`src/rtl/uart_cmd_parser.sv`:
```
// rtl/uart_cmd_parser.sv - UART byte-stream command decoder driving a register bus and tx responses
// Optional build macro UART_CMD_ECHO_EN echoes non-header bytes received while idle.
module uart_cmd_parser #(
  parameter logic [7:0] HDR_BYTE    = 8'h55,
  parameter logic [7:0] ACK_BYTE    = 8'hAA,
  parameter logic [7:0] NAK_BYTE    = 8'hEE,
  parameter int         TIMEOUT_CYC = 25920
) (
  input  logic       clk,
  input  logic       rst,
  input  logic [7:0] rx_data,
  input  logic       rx_en,
  input  logic       tx_busy,
  output logic [7:0] tx_data,
  output logic       tx_en,
  output logic [7:0] reg_addr,
  output logic [7:0] reg_wdata,
  output logic       reg_we,
  output logic       reg_re,
  input  logic [7:0] reg_rdata,
  output logic       frame_err
);
  localparam int               TMR_W    = $clog2(TIMEOUT_CYC + 1);
  localparam logic [TMR_W-1:0] TMR_LAST = TMR_W'(TIMEOUT_CYC - 1);
  localparam logic [7:0]       CMD_WR   = 8'h01;
  localparam logic [7:0]       CMD_RD   = 8'h02;

  localparam logic [2:0] S_IDLE  = 3'd0;
  localparam logic [2:0] S_CMD   = 3'd1;
  localparam logic [2:0] S_ADDR  = 3'd2;
  localparam logic [2:0] S_DATA  = 3'd3;
  localparam logic [2:0] S_CSUM  = 3'd4;
  localparam logic [2:0] S_EXEC  = 3'd5;
  localparam logic [2:0] S_RDLAT = 3'd6;
  localparam logic [2:0] S_RESP  = 3'd7;

  logic [2:0]       r_state;
  logic [7:0]       r_cmd;
  logic [TMR_W-1:0] r_timer;
  logic [7:0]       r_resp0;
  logic [7:0]       r_resp1;
  logic [1:0]       r_rcnt;
  logic [1:0]       r_guard;
  logic [7:0]       r_tx_data;
  logic             r_tx_en;
  logic [7:0]       r_reg_addr;
  logic [7:0]       r_reg_wdata;
  logic             r_reg_we;
  logic             r_reg_re;
  logic             r_frame_err;

  logic w_tx_ready;
  logic w_resp_go;
  logic w_csum_ok;

  // Guard counter masks tx_busy for two cycles after each tx_en (transmitter latch latency).
  assign w_tx_ready = (r_guard == 2'd0) && !tx_busy;
  assign w_csum_ok  = (rx_data == ((r_cmd == CMD_WR) ? (r_cmd ^ r_reg_addr ^ r_reg_wdata)
                                                      : (r_cmd ^ r_reg_addr)));

`ifdef UART_CMD_ECHO_EN
  logic       r_echo_pend;
  logic [7:0] r_echo_byte;
  // A pending echo owns the transmitter before any frame response.
  assign w_resp_go = w_tx_ready && !r_echo_pend;
`else
  assign w_resp_go = w_tx_ready;
`endif

  always_ff @(posedge clk) begin
    if (rst) begin
      r_state     <= S_IDLE;
      r_cmd       <= '0;
      r_timer     <= '0;
      r_resp0     <= '0;
      r_resp1     <= '0;
      r_rcnt      <= '0;
      r_guard     <= '0;
      r_tx_data   <= '0;
      r_tx_en     <= 1'b0;
      r_reg_addr  <= '0;
      r_reg_wdata <= '0;
      r_reg_we    <= 1'b0;
      r_reg_re    <= 1'b0;
      r_frame_err <= 1'b0;
`ifdef UART_CMD_ECHO_EN
      r_echo_pend <= 1'b0;
      r_echo_byte <= '0;
`endif
    end else begin
      r_tx_en     <= 1'b0;
      r_reg_we    <= 1'b0;
      r_reg_re    <= 1'b0;
      r_frame_err <= 1'b0;
      if (r_guard != 2'd0) r_guard <= r_guard - 2'd1;
`ifdef UART_CMD_ECHO_EN
      if (r_echo_pend && w_tx_ready) begin
        r_tx_en     <= 1'b1;
        r_tx_data   <= r_echo_byte;
        r_guard     <= 2'd2;
        r_echo_pend <= 1'b0;
      end
`endif
      case (r_state)
        S_IDLE: begin
          if (rx_en) begin
            if (rx_data == HDR_BYTE) begin
              r_state <= S_CMD;
              r_timer <= '0;
            end
`ifdef UART_CMD_ECHO_EN
            else if (!r_echo_pend) begin
              r_echo_pend <= 1'b1;
              r_echo_byte <= rx_data;
            end
`endif
          end
        end
        S_CMD, S_ADDR, S_DATA, S_CSUM: begin
          if (rx_en) begin
            r_timer <= '0;
            case (r_state)
              S_CMD: begin
                r_cmd <= rx_data;
                if (rx_data == CMD_WR || rx_data == CMD_RD) begin
                  r_state <= S_ADDR;
                end else begin
                  r_frame_err <= 1'b1;
                  r_resp0     <= NAK_BYTE;
                  r_rcnt      <= 2'd1;
                  r_state     <= S_RESP;
                end
              end
              S_ADDR: begin
                r_reg_addr <= rx_data;
                r_state    <= (r_cmd == CMD_WR) ? S_DATA : S_CSUM;
              end
              S_DATA: begin
                r_reg_wdata <= rx_data;
                r_state     <= S_CSUM;
              end
              default: begin
                if (w_csum_ok) begin
                  // Strobes are registered here so they are high during S_EXEC.
                  r_reg_we <= (r_cmd == CMD_WR);
                  r_reg_re <= (r_cmd != CMD_WR);
                  r_state  <= S_EXEC;
                end else begin
                  r_frame_err <= 1'b1;
                  r_resp0     <= NAK_BYTE;
                  r_rcnt      <= 2'd1;
                  r_state     <= S_RESP;
                end
              end
            endcase
          end else if (r_timer == TMR_LAST) begin
            r_frame_err <= 1'b1;
            r_timer     <= '0;
            r_state     <= S_IDLE;
          end else begin
            r_timer <= r_timer + TMR_W'(1);
          end
        end
        S_EXEC: begin
          if (r_cmd == CMD_WR) begin
            r_resp0 <= ACK_BYTE;
            r_rcnt  <= 2'd1;
            r_state <= S_RESP;
          end else begin
            r_state <= S_RDLAT;
          end
        end
        S_RDLAT: begin
          r_resp0 <= ACK_BYTE;
          r_resp1 <= reg_rdata;
          r_rcnt  <= 2'd2;
          r_state <= S_RESP;
        end
        default: begin
          if (w_resp_go) begin
            r_tx_en   <= 1'b1;
            r_tx_data <= r_resp0;
            r_resp0   <= r_resp1;
            r_rcnt    <= r_rcnt - 2'd1;
            r_guard   <= 2'd2;
            if (r_rcnt <= 2'd1) r_state <= S_IDLE;
          end
        end
      endcase
    end
  end

  assign tx_data   = r_tx_data;
  assign tx_en     = r_tx_en;
  assign reg_addr  = r_reg_addr;
  assign reg_wdata = r_reg_wdata;
  assign reg_we    = r_reg_we;
  assign reg_re    = r_reg_re;
  assign frame_err = r_frame_err;

endmodule

```
`config.mk`:
```
export PLATFORM = sky130hd
export DESIGN_NAME = uart_cmd_parser
export DESIGN_NICKNAME = d
export VERILOG_FILES = /design/src/rtl/uart_cmd_parser.sv
export SDC_FILE = /design/constraint.sdc
export NUM_CORES = 1
export LEC_CHECK = 0
export BUFFER_PORTS_ARGS = -buffer_cell sky130_fd_sc_hd__buf_2
export CAP_MARGIN = 5
export CORE_ASPECT_RATIO = 1.25
export CORE_MARGIN = 8
export CORE_UTILIZATION = 57
export DETAILED_ROUTE_END_ITERATION = 8
export HOLD_SLACK_MARGIN = 0.12
export PLACE_DENSITY = 0.79
export SYNTH_ARGS = -nofsm -noshare
export SYNTH_HDL_FRONTEND = slang
export SYNTH_SLANG_ARGS = --single-unit
export TNS_END_PERCENT = 30
```
`constraint.sdc`:
```
create_clock -name clk -period 3.75 [get_ports clk]
set_input_delay 1.125 -clock clk [delete_from_list [all_inputs] [get_ports clk]]
set_output_delay 1.125 -clock clk [all_outputs]
set_load 0.01 [all_outputs]
```
==> flow_summary.toml <==
[clocking]
cts-root-buf = "clkbuf_8"
cts_setup_buffers = 0
cts_buffers = 9
clk_path_buf_depth = 2
cts_hold_buf = 0
cts_resized = 0
htreeDepth = 3
worstSkewPairLatency_ns = 0.34
clkTransAtPathRegs_ns = 0.08
cts_tree = "built"
clock-sinks = 74

[global_routing]
grt_start_max_net_pins = 34
grt_pass1_vias = 3015
grt_pass1_wl_mm = 13.74
grt_use_total = 0.1850
gr-total-overflow = 0
antenna_found_initial = 0

[routing]
routed_wl_mm = 8.360
final_antenna_net_count = 0
drt_first_iter_violations = 196
vias = 3150
routed_via_density = 5.565
wl_per_cell_um = 14.77
drc = 0
dr.pass1.iters = 4

[hold_path]
min_path_type = "reg2reg"

[synthesis]
synth_edf_count = 0
ys_warn_count = 0
synthCells = 437
yosysTopAreaCell = "dfxtp_1"
yosysTopAreaCellShare = 0.4094
synth_cell_type_count = 55
synth_flop_cell = "dfxtp_1"
seq_area_frac_synth = 0.4094
syn_nets = 459
synthArstFlopShare = 0
syn_avg_cell_area_um2 = 8.280
synth_seq_cells = 74
netlist_area_mm2 = 0.003618
synthTopCellsByArea = "dfxtp_1 (41%), nand2_1 (10%), a21oi_1 (7.5%)"

[worst_setup_path]
r2r-end = "r_resp0[4]$_SDFFE_PP0P_"
arrival_ns = 3.19
reg2reg_depth = 7
start_kind = "input port"
critPathTopFamily = "simple AND/OR/NAND/NOR gates"
cp.buffers_inverters = 2
crit_start = "rx_data[1]"
cp_cell_sequence = "buf_2 > xnor3_1 > xnor2_1 > nor4_1 > a31oi_1 > o21ai_4 > buf_4 > mux2i_1"
crit_path_max_incr_delay_ns = 0.55
r2r_setup_slack_ns = 1.17
critical_path_class = "in2reg"
endpoint_kind = "flop"
critPathSlowestCell = "nor4_1"
cp.depth = 8
endpoint = "r_resp0[7]$_SDFFE_PP0P_"
r2r-start = "r_state[0]$_SDFFE_PP0P_"
cp_data_required_time_ns = 4.03
crit_fanout = 9

[timing]
fin_hold_ws_ns = 0.4540
slew_violations = 0
rsz0062_at_grt = "no"
max_freq_mhz = 343.1
fin_skew_ns = 0.007895
tightest_slew_ns = 0.7530
post-route-period-util = 0.7771
maxSlewHeadroom = 0.4973
setup_violations = 0
tns_ns = 0
period_needed_ns = 2.914
hold_violations = 0
fin_ws_ns = 0.8357

[run_status]
status = "completed"

[placed_design]
gp_congestion = 0.8581
pre_cts_ws_ns = 0.5318
dp_hpwl_mm = 6.034
placed_area_mm2 = 0.003881
io_buffers = 47
dp.cells = 550

[layout]
layout_commonest_cell = "nand2_1"
final_cells = 566
nNetsFinal = 498
drive_gt1_frac = 0.1642
antenna_cells = 0
fillerInstances = 551
layout_common_cells = "nand2_1 (101), dfxtp_1 (74), a21oi_1 (54), buf_2 (47), nor2_1 (37)"
syn_to_final_growth_pct = 12.90
final_cell_area_mm2 = 0.004085
multiInputGateArea_mm2 = 0.001994
seqCellArea_mm2 = 0.001481

[power_and_ir_drop]
powerDensity_mw_per_mm2 = 498.3
p_leak_nw = 1.649
irDropWorstVdd_mv = 0.2557

[floorplan]
io_pins = 48
die_y_um = 105.1
num_rows = 32
core-area_mm2 = 0.006166
floorplan.die_area_mm2 = 0.009170
start_util = 0.5869
die_x_um = 87.27

[run]
cap_violations = 0
## layer usage
metal / routed length (µm) / vias to the layer above / GRT usage / part of all wire
met1: 3590 / 1470 / 0.2194 / 0.43
li1: - / 1574 / - / -
met3: 441 / 16 / 0.04467 / 0.053
met5: 0 / - / 0 / 0
met4: 149 / 0 / 0.07891 / 0.018
met2: 4178 / 90 / 0.3067 / 0.50
## tightest hold or removal path, stage by stage (launching register included)
cell     delay [ns]
dfxtp_1        0.31
nand2_1        0.05
a21oi_1        0.05
## final cells by class
cell class	count	area share
repair buffers	51	0.06493
multi-input cells	331	0.4882
flip-flops and latches	74	0.3626
inverters	9	0.008270
clock inverters	5	0.01531
clock buffers	11	0.03461
well taps	85	0.02603
## through the flow
stage / util / total power [mW]
final: 0.6625 / 2.036
after global routing: 0.6625 / 2.143
after CTS: 0.6625 / 2.045
after detailed placement: 0.6295 / 1.416
after global placement: 0.6295 / 1.399
after floorplan: - / 1.307
## registers in the layout, summed over array words and instances (netlist names)
| register | flops |
|---|---|
| r_state | 3 |
| frame_err | 1 |
| r_rcnt | 2 |
| reg_addr | 8 |
| reg_re | 1 |
| r_resp0 | 8 |
| r_cmd | 8 |
| tx_en | 1 |
| r_guard | 2 |
| reg_wdata | 8 |
| tx_data | 8 |
| r_timer | 15 |
| r_resp1 | 8 |
| reg_we | 1 |
## report_power, final
group | switching, mW | internal (mW)
registers | 0.0758 | 0.837
logic | 0.282 | 0.212
clock network | 0.300 | 0.329
total | 0.657 | 1.38
## cells in the mapped netlist (3+ instances only)
library cell	number
buf_6	3
nand4_1	5
xnor3_1	8
and3_1	12
nor2_1	37
nor3_1	5
xor2_1	13
nand2_1	101
dfxtp_1	74
clkbuf_1	19
nor4_1	3
xnor2_1	10
a211oi_1	4
o31ai_1	3
nand3_1	10
or4b_1	3
mux2i_1	6
a21oi_1	54
a21o_1	3
a31oi_1	3
o21ai_0	12
inv_1	8
## worst min-delay path by stage
| stage | from | end | slack, ns | cells past startpoint |
|---|---|---|---|---|
| after global placement | r_guard[0]$_SDFF_PP0_ | r_guard[0]$_SDFF_PP0_ | 0.43 | 1 |
| after detailed placement | tx_data[6]$_SDFFE_PP0P_ | tx_data[6]$_SDFFE_PP0P_ | 0.44 | 2 |
| final | tx_data[6]$_SDFFE_PP0P_ | tx_data[6]$_SDFFE_PP0P_ | 0.45 | 2 |
| after CTS | tx_data[6]$_SDFFE_PP0P_ | tx_data[6]$_SDFFE_PP0P_ | 0.46 | 2 |
| after floorplan | r_guard[0]$_SDFF_PP0_ | r_guard[0]$_SDFF_PP0_ | 0.42 | 1 |
| after global routing | tx_data[4]$_SDFFE_PP0P_ | tx_data[4]$_SDFFE_PP0P_ | 0.48 | 2 |
## cell families (layout without fill, tap and decap cells)
| family | Yosys count | after routing | share of synthesized area |
|---|---|---|---|
| AOI/OAI and AO/OA | 96 | 96 | 0.1618 |
| xor gates and xnor gates | 33 | 33 | 0.1189 |
| adders and majority gates | 2 | 2 | 0.006915 |
| buffers and inverters | 32 | 76 | 0.03942 |
| DFF | 74 | 74 | 0.4094 |
| muxes | 8 | 8 | 0.02386 |
| and+or+nand+nor | 192 | 192 | 0.2396 |
Note: power is estimated with default switching activity, not from simulation.
